==> config.mk <==
export PLATFORM = sky130hd
export DESIGN_NAME = key_reset_ctrl
export DESIGN_NICKNAME = d
export VERILOG_FILES = /design/src/rtl/key_reset_ctrl.sv
export SDC_FILE = /design/constraint.sdc
export NUM_CORES = 1
export LEC_CHECK = 0
export ABC_AREA = 1
export CORE_UTILIZATION = 30
export DETAILED_ROUTE_END_ITERATION = 7
export GPL_ROUTABILITY_DRIVEN = 0
export GPL_TIMING_DRIVEN = 0
export PLACE_DENSITY_LB_ADDON = 0.12
export SLEW_MARGIN = 30
export SYNTH_ARGS = -nofsm -noshare
export SYNTH_HDL_FRONTEND = slang
export SYNTH_SLANG_ARGS = --single-unit
==> constraint.sdc <==
create_clock -name clk -period 1.3 [get_ports clk]
set_input_delay 0.39 -clock clk [delete_from_list [all_inputs] [get_ports clk]]
set_output_delay 0.39 -clock clk [all_outputs]
set_load 0.01 [all_outputs]
==> src/rtl/key_reset_ctrl.sv <==
// Push-button and PLL-lock driven system reset controller.
// Synchronizes both async inputs, debounces the key, and sequences sys_reset through a small FSM.
module key_reset_ctrl #(
    parameter int SYNC_STAGES     = 2,
    parameter int DEBOUNCE_CYCLES = 10000,
    parameter int HOLD_CYCLES     = 32
) (
    input  logic       clk,
    input  logic       reset,
    input  logic       key_n,
    input  logic       pll_locked,
    output logic       sys_reset,
    output logic       key_press,
    output logic [7:0] reset_count,
    output logic [1:0] state_o
);

    localparam int DB_W = $clog2(DEBOUNCE_CYCLES) + 1;
    localparam int HD_W = $clog2(HOLD_CYCLES) + 1;
    localparam logic [DB_W-1:0] DB_LAST   = DB_W'(DEBOUNCE_CYCLES - 1);
    localparam logic [HD_W-1:0] HOLD_LAST = HD_W'(HOLD_CYCLES - 1);

    typedef enum logic [1:0] {
        WAIT_LOCK = 2'd0,
        HOLD      = 2'd1,
        RUN       = 2'd2,
        KEY_DOWN  = 2'd3
    } state_t;

    logic [SYNC_STAGES-1:0] key_sync_p;
    logic [SYNC_STAGES-1:0] lock_sync_p;
    logic                   key_s;
    logic                   lock_s;
    logic [DB_W-1:0]        db_cnt;
    logic                   key_stable;
    logic [HD_W-1:0]        hold_cnt;
    state_t                 state;
    state_t                 next_state;

    // Synchronizer stages: key idles released (1), lock idles unlocked (0)
    always_ff @(posedge clk or posedge reset) begin
        if (reset) begin
            key_sync_p  <= '1;
            lock_sync_p <= '0;
        end else begin
            key_sync_p  <= {key_sync_p[SYNC_STAGES-2:0], key_n};
            lock_sync_p <= {lock_sync_p[SYNC_STAGES-2:0], pll_locked};
        end
    end

    assign key_s  = key_sync_p[SYNC_STAGES-1];
    assign lock_s = lock_sync_p[SYNC_STAGES-1];

    // Debounce stage: the counter only runs while the input disagrees, so it cannot wrap
    always_ff @(posedge clk or posedge reset) begin
        if (reset) begin
            db_cnt     <= '0;
            key_stable <= 1'b1;
            key_press  <= 1'b0;
        end else begin
            key_press <= 1'b0;
            if (key_s == key_stable) begin
                db_cnt <= '0;
            end else if (db_cnt == DB_LAST) begin
                db_cnt     <= '0;
                key_stable <= key_s;
                key_press  <= key_stable;
            end else begin
                db_cnt <= db_cnt + 1'b1;
            end
        end
    end

    always_comb begin
        next_state = state;
        case (state)
            WAIT_LOCK: if (lock_s) next_state = HOLD;
            HOLD:      if (key_stable && hold_cnt == HOLD_LAST) next_state = RUN;
            RUN:       if (key_press) next_state = KEY_DOWN;
            KEY_DOWN:  if (key_stable) next_state = HOLD;
            default:   next_state = WAIT_LOCK;
        endcase
        // Losing lock overrides every other transition
        if (state != WAIT_LOCK && !lock_s)
            next_state = WAIT_LOCK;
    end

    // Sequencer stage: sys_reset is loaded from next_state so it lines up with RUN exactly
    always_ff @(posedge clk or posedge reset) begin
        if (reset) begin
            state       <= WAIT_LOCK;
            sys_reset   <= 1'b1;
            hold_cnt    <= '0;
            reset_count <= '0;
        end else begin
            state     <= next_state;
            sys_reset <= (next_state != RUN);
            if (state == HOLD && next_state == HOLD && key_stable)
                hold_cnt <= hold_cnt + 1'b1;
            else
                hold_cnt <= '0;
            if (state == RUN && key_press && reset_count != 8'hFF)
                reset_count <= reset_count + 8'd1;
        end
    end

    assign state_o = state;

endmodule

# ---- Word-level counts from Yosys, hierarchy flattened
# Index checks and enable logic that the tools add are counted.
dict set report word_totals {
  regBits 38
  latchBits 0
  mem_bits_rw 0
  romBits 0
  in_bits 4
  out_inout_bits 12
  wordCells 43
  n_memories 0
}
dict set report classes {
  n_addsub 3
  mul 0
  div_mod_pow 0
  order_cmp 0
  eq_ne 9
  n_shift 0
  n_mux 11
  bitwise_logic 1
  n_reduce_logical 10
}
# cell n
set op_table {}
lappend op_table {{$mux W15} 2}
lappend op_table {{$add A15 B1 Y15 const B} 1}
lappend op_table {{$eq A15 B14 Y1 const B} 1}
lappend op_table {{$mux W2} 5}
lappend op_table {{$add A8 B1 Y8 const B} 1}
lappend op_table {{$ne A8 B8 Y1 const B} 1}
lappend op_table {{$pmux W2 S4} 1}
lappend op_table {{$add A6 B1 Y6 const B} 1}
lappend op_table {{$eq A6 B5 Y1 const B} 1}
lappend op_table {{$logic_and A1 B1 Y1} 6}
lappend op_table {{$mux W6} 1}
lappend op_table {{$eq A2 B1 Y1 const B} 2}
lappend op_table {{$eq A2 B2 Y1 const B} 2}
lappend op_table {{$logic_not A2 Y1} 1}
lappend op_table {{$mux W1} 2}
lappend op_table {{$ne A2 B2 Y1 const B} 1}
lappend op_table {{$reduce_and A2 Y1} 1}
lappend op_table {{$reduce_bool A2 Y1} 1}
lappend op_table {{$eq A1 B1 Y1} 1}
lappend op_table {{$logic_not A1 Y1} 1}
lappend op_table {{$not A1 Y1} 1}

# ---- Longest topological paths before layout
# Gate-level depths: netlist of the first run.
dict set report depth {
  depth_word 9
  depth_mapped 8
  mapped_depth_nobuf 8
}

# ---- Worst setup path after synthesis of the first run
# No wires, ideal clock.
dict set report synth_timing {
  kind {flip-flop to flip-flop}
  start {reg reset_count[1]}
  end {reg reset_count[2]}
  setup_ns 0.123
  arrival_ns 1.279
  t_required_ns 1.177
  path_slack_ns -0.102
  path_stages_with_launch 7
  path_buffers 0
  path_cell_list {dfrtp_1 ha_1 nand3_1 o31ai_4 inv_2 nand3_1 nand2_1}
}
dict set report synth_between {
  elab_chain_len 2
  word_cells_on_any_way 3
  cone_classes {1 x add/sub; 1 x eq/ne; 1 x reduce/logical}
}
# item line_no
set synth_rtl {}
lappend synth_rtl {{start, declared} 14} ;# output logic [7:0] reset_count,
lappend synth_rtl {{start signal, assigned} 103} ;# reset_count <= reset_count + 8'd1;
lappend synth_rtl {{parallel branches: the longest is 2 deep, another holds $add A8 B1 Y8} n/a}
# Several ways; the timed one is not identified.
# A chain may end at the register's enable or synchronous reset.

# ---- Worst setup path after layout of the first run
dict set report layout_timing {
  start {reg key_stable}
  end {reg hold_cnt[3]}
}
dict set report layout_between {
  elab_chain_len 8
  word_cells_on_any_way 9
  cone_classes {1 x eq/ne; 5 x mux; 3 x reduce/logical}
}
# item line_no
set layout_rtl {}
lappend layout_rtl {{start, declared} 35} ;# logic key_stable;
lappend layout_rtl {{start signal, assigned} 66} ;# key_stable <= key_s;
lappend layout_rtl {{$logic_and A1 B1 Y1} 78} ;# HOLD: if (key_stable && hold_cnt == HOLD_LAST) next_state = RUN;
lappend layout_rtl {{$mux W2} 78}
lappend layout_rtl {{$pmux W2 S4} 76} ;# case (state)
lappend layout_rtl {{$mux W2} 84} ;# if (state != WAIT_LOCK && !lock_s)
lappend layout_rtl {{$eq A2 B1 Y1} 98} ;# if (state == HOLD && next_state == HOLD && key_stable)
lappend layout_rtl {{$logic_and A1 B1 Y1} 98}
lappend layout_rtl {{$logic_and A1 B1 Y1 (*)} 98}
lappend layout_rtl {{$mux W6 (*)} 98}
lappend layout_rtl {{end signal, assigned} 99} ;# hold_cnt <= hold_cnt + 1'b1;
lappend layout_rtl {{end, declared} 36} ;# logic [HD_W-1:0] hold_cnt;
# Every way passes the cells marked *; elsewhere a longest branch is shown, timed or not.

==> flow_summary.ini, run 1 <==
[detailed_routing]
wl_per_cell_um = 11.5
routed_wl_um = 4000
drt_first_pass_iters = 4
drtIter0Drc = 58
via_count = 1523
drc_errors = 0
viasPerCell = 4.38
ant_nets = 0

[global_routing]
grt_pass1_wl_um = 6540
gr-usage-all-layers_pct = 13.4
grt_max_degree = 29
overflow = 0
grt_pass1_vias = 1461
antenna_found_initial = 0

[placement]
io_buffers = 15
dp_slack_ps = -204
placedInstanceArea_um2 = 2130
dp.cells = 309
dpl.hpwl_um = 2560

[yosys]
ys.flop_type = dfrtp_1
synth_edf_count = 0
yosysMostFrequentCell = nand2_1
synth-seq-cells = 38
ys_top_cells_by_count = nand2_1 (44), nor2_1 (39), dfrtp_1 (34)
syn_inst = 218
yosys.area.top_type = dfrtp_1
yosysSeqAreaShare_pct = 51.5
synth_async_sr_flop_share_pct = 100
synthesis.nets = 225
synth_top_cell_area_share_pct = 45.9
avgSynthCellArea_um2 = 8.51
yosys-top-cells-area = dfrtp_1 (46%), nand2_1 (8.9%), nor2_1 (7.9%)
synthesis.area_um2 = 1860
ys_warn_count = 0
synth.distinct_cells = 25

[clock_network]
cts_hold_buffers = 0
clk_latency_ps = 280
cts_root_buf = clkbuf_8
htree_num_levels = 2
clkTransAtPathRegs_ps = 80
cts_buffers = 5
clkSinkCount = 38
cts_tree = yes
cts_buffer_depth = 2

[critical_path]
cp_max_fo = 6
worstSetupPathType = reg -> reg
reg2reg_to = hold_cnt[3]$_DFF_PP0_
start_kind = flip-flop
rrSetupSlack_ps = -80
r2r-start = key_stable$_DFFE_PP1P_
reg2reg_depth = 7
crit_arrival_ps = 1560
cp-end-kind = flip-flop
worstPathRequired_ps = 1480

[run]
cap_violations = 0

[die]
num_rows = 28
die_y_um = 80.6
io_pins = 16
core_area_um2 = 5960
start_util_pct = 31.2
die-area_um2 = 6500
die_w_um = 80.6

[cells_and_area]
syn_to_final_growth_pct = 39.9
drive_gt1_share_pct = 40.3
antennaDiodeCount = 0
nets = 279
fin_area_um2 = 2600
layout.cells.non_filler = 348

[sta]
drv_slew = 0
grt_setup_unrepaired = true
finalCritPeriodShare_pct = 106
period_needed_ps = 1380
finClkSkew_ps = 8.91
fmax_ghz = 0.725
fin_tns_setup_ps = -666
hold_violations = 0
worst_slew_pin_slew_ps = 302
fin_ws_ps = -80.0
setup_viol = 14
slew_headroom_pct = 79.9

[outcome]
status = finished, violations left
failed_checks = setup timing

[power_and_ir_drop]
leakage_nw = 1.21
power_w = 0.00217
vdd_ir_drop_max_mv = 0.406
powerDensity_nw_per_um2 = 837

[worst_hold_path]
hp-class = in -> async
==> per-stage QoR <==
stage	hold WS (ps)	util [%]
after CTS	340	39.8
after global routing	346	43.6
after detailed placement	343	35.7
after floorplan	331	-
after global placement	334	35.4
final	342	43.6
==> cells in the final DEF, fill, tap and decap left out, types with 6 or more instances in the layout <==
master / Yosys / final
dfrtp_1: 34 / 32
nand3_1: 19 / 14
clkbuf_8: 0 / 6
nor2_1: 39 / 31
buf_4: 0 / 28
nand2_1: 44 / 32
inv_2: 2 / 7
nand2_2: 2 / 11
nor3_1: 11 / 7
nor2_2: 0 / 7
xor2_1: 12 / 11
buf_2: 0 / 8
inv_1: 25 / 18
==> worst max path at each step <==
stage | startpoint | endpoint | cells after the start
floorplan | reset_count[1]$_DFFE_PP0P_ | reset_count[2]$_DFFE_PP0P_ | 6
global placement | reset | db_cnt[11]$_DFF_PP0_ | 2
detailed placement | db_cnt[0]$_DFF_PP0_ | db_cnt[9]$_DFF_PP0_ | 6
CTS | reset_count[1]$_DFFE_PP0P_ | reset_count[1] | 1
global route | state_o[1]$_DFF_PP0_ | hold_cnt[5]$_DFF_PP0_ | 7
finish | key_stable$_DFFE_PP1P_ | hold_cnt[3]$_DFF_PP0_ | 7
==> logic make-up after synthesis <==
| kind of cell | count (synthesis) | share of synthesized area, % |
|---|---|---|
| AND/OR/NAND/NOR | 125 | 29.6 |
| flip-flops | 38 | 51.5 |
| buffers and inverters | 27 | 5.46 |
| XOR/XNOR | 16 | 7.55 |
| AO/OA/AOI/OAI | 9 | 3.84 |
| adder cells (fa/ha/maj) | 3 | 2.02 |
==> metal layers <==
layer	routed length [um]	GRT usage [%]	vias up
met1	2000	17.7	711
li1	-	-	797
met5	0	0	-
met2	1880	21.0	13
met3	87	3.52	2
met4	31	4.64	0
==> report_power, final <==
group	internal (W)	leakage [nW]	switching [W]
clock network	0.000427	0.0472	0.000430
registers	0.00120	0.504	0.0000129
logic	0.0000450	0.656	0.0000590
==> state kept, by name, summed over array words and instances (netlist names) <==
signal,cells
db_cnt,15
hold_cnt,6
key_press,1
key_sync_p,2
state_o,2
sys_reset,1
lock_sync_p,2
reset_count,8
key_stable,1
==> cell type report <==
cell class,count,area [um^2]
clock buffers,6,82.6
well taps,75,93.8
clock inverters,2,12.5
flip-flops and latches,38,958
inverters,27,106
repair buffers,46,355
fillers,615,3360
multi-input cells,154,987
==> worst max-delay path: stages, from the launching register on <==
cell and delay, ps:
dfstp_2 600, inv_2 70, nor2_1 120, nand3_2 110, nand2_4 90, a21oi_2 60
nand2_2 150, nor2_1 70
==> repair_timing <==
action | 4_1_cts | 5_1_grt
endpoints found under the setup margin | 40 | 34
gates resized for setup | 59 | 45
setup buffers | 15 | 15
pin swaps | 10 | 21
gates cloned | 0 | 1
(Power assumes the default switching activity.)
==> run 2, diff against run 1 <==
- CORE_MARGIN: not set -> 2
==> flow_summary.ini, run 2 (same netlist as run 1, synthesis figures left out) <==
[detailed_routing]
via_count = 1569
wl_per_cell_um = 12.3
wl_met3_um = 130
top_layer = met4
route.met2.wl_um = 2020
drtIter0Drc = 89
wl_met1_um = 2050
routed_wl_um = 4250
ant_nets = 0
drc_errors = 0
drt_first_pass_iters = 4
viasPerCell = 4.52

[cells_and_area]
final_common_cell = nand2_1
fin_area_um2 = 2660
nets = 278
antennaDiodeCount = 0
regMostFlops = db_cnt
final_cell_mix = nand2_1 (35), dfrtp_1 (33), nor2_1 (30), buf_4 (24), inv_1 (16)
drive_gt1_share_pct = 41.5
reg_top3 = db_cnt: 15 flops, reset_count: 8 flops, hold_cnt: 6 flops
syn_to_final_growth_pct = 43.1
largest_reg_flops = 15

[sta]
worst_slew_pin_slew_ps = 318
hold_violations = 0
setup_viol = 15
finClkSkew_ps = 7.31
fin_ws_ps = -69.6
finalCritPeriodShare_pct = 105
grt_setup_unrepaired = true
drv_slew = 0
fmax_ghz = 0.730
period_needed_ps = 1370
slew_headroom_pct = 78.6

[power_and_ir_drop]
swShare_pct = 23.4
leakage_nw = 1.23
vdd_ir_drop_max_mv = 0.404
power_frac_comb_pct = 5.2
powerDensity_nw_per_um2 = 824
power.clock.fraction_pct = 39.3
switchingPower_w = 0.000512
internal-power_w = 0.00168
power_w = 0.00219
p_seq_share_pct = 55.5

[global_routing]
antenna_found_initial = 0
grt_max_degree = 28
grt_pass1_vias = 1523
gr-usage-all-layers_pct = 13.9
overflow = 0
grt_pass1_wl_um = 7100

[die]
die_y_um = 82.6
core_area_um2 = 5960
num_rows = 28
die-area_um2 = 6830
io_pins = 16
start_util_pct = 31.2
die_w_um = 82.6

[outcome]
status = finished, violations left
failed_checks = setup timing

[critical_path]
cp_max_fo = 3
crit_arrival_ps = 980
critical_path.slowest_cell = dfrtp_1
reg2reg_to = hold_cnt[4]$_DFF_PP0_
worstPathRequired_ps = 910
cp-end-kind = output pin
crit_path_end = reset_count[1]
crit_chain = buf_6, buf_6
reg2reg_depth = 7
worstSetupPathType = reg -> out
rrSetupSlack_ps = -40
crit_path_max_incr_delay_ps = 440
cp.depth = 2
crit_buf_inv = 2
path_common_cell = buf_6
r2r-start = key_stable$_DFFE_PP1P_
start_kind = flip-flop
crit_start = reset_count[1]$_DFFE_PP0P_
critPathTopFamily = flip-flops

[worst_hold_path]
hp-class = in -> async

[clock_network]
htree_num_levels = 2
clk_latency_ps = 290
cts_hold_buffers = 0
cts_root_buf = clkbuf_8
cts_tree = yes
clkSinkCount = 38
clkTransAtPathRegs_ps = 80
cts_buffers = 5
cts_buffer_depth = 2

[placement]
io_buffers = 15
placedInstanceArea_um2 = 2130
dpl.hpwl_um = 2730

[run]
cap_violations = 0
run 2: cell types whose count changed in the layout (fill, tap and decap cells not counted), sizes merged:
cell    previous run  this run
buf               41        42
clkbuf             8         6
run 2: layer usage:
metal / up-vias / global-route usage [%]
met5: - / 0
met4: 0 / 4.92
met3: 6 / 3.59
met2: 17 / 21.8
met1: 749 / 18.5
li1: 797 / -
run 2: worst min-delay path by stage:
stage,slack [ps],cells after the start,end
6_report,350,2,hold_cnt[3]$_DFF_PP0_
5_1_grt,360,0,key_sync_p[1]$_DFF_PP1_
4_1_cts,360,2,hold_cnt[3]$_DFF_PP0_
3_5_place_dp,350,0,key_sync_p[1]$_DFF_PP1_
3_3_place_gp,340,0,lock_sync_p[1]$_DFF_PP0_
2_1_floorplan,330,0,lock_sync_p[1]$_DFF_PP0_
run 2: metrics by stage:
| step | utilization (%) | instances | hold slack [ps] | setup TNS [ps] | setup slack (ps) |
|---|---|---|---|---|---|
| after floorplan | - | 218 | 331 | -427 | -80.3 |
| after global placement | 35.4 | 308 | 337 | -36820 | -882 |
| after detailed placement | 35.7 | 309 | 348 | -5270 | -276 |
| after CTS | 40.0 | 333 | 358 | -917 | -119 |
| after global routing | 44.6 | 347 | 361 | -2240 | -128 |
| final | 44.6 | 347 | 347 | -414 | -69.6 |
run 2: timing repair:
| action | CTS | global route |
|---|---|---|
| pin swaps | 15 | 17 |
| setup buffers | 17 | 13 |
| setup endpoints to repair | 40 | 32 |
| cloned | 0 | 1 |
| resized for setup | 72 | 46 |
run 2: area by class of cell:
cell class | instances | area, um^2
fill | 619 | 3300
multi-input combinational | 154 | 1040
sequential | 38 | 957
timing repair buffer | 45 | 359
inverter | 27 | 106
tap | 75 | 93.8
clock buffer | 6 | 82.6
clock inverter | 2 | 12.5
run 2: power groups by stage:
stage | Combinational, W | Sequential, W | Clock, W
after floorplan | 0.0000439 | 0.00123 | 0
after global placement | 0.0000717 | 0.00124 | 0
after detailed placement | 0.0000799 | 0.00124 | 0
after CTS | 0.0000916 | 0.00121 | 0.000898
after global routing | 0.000131 | 0.00122 | 0.000948
final | 0.000114 | 0.00122 | 0.000860
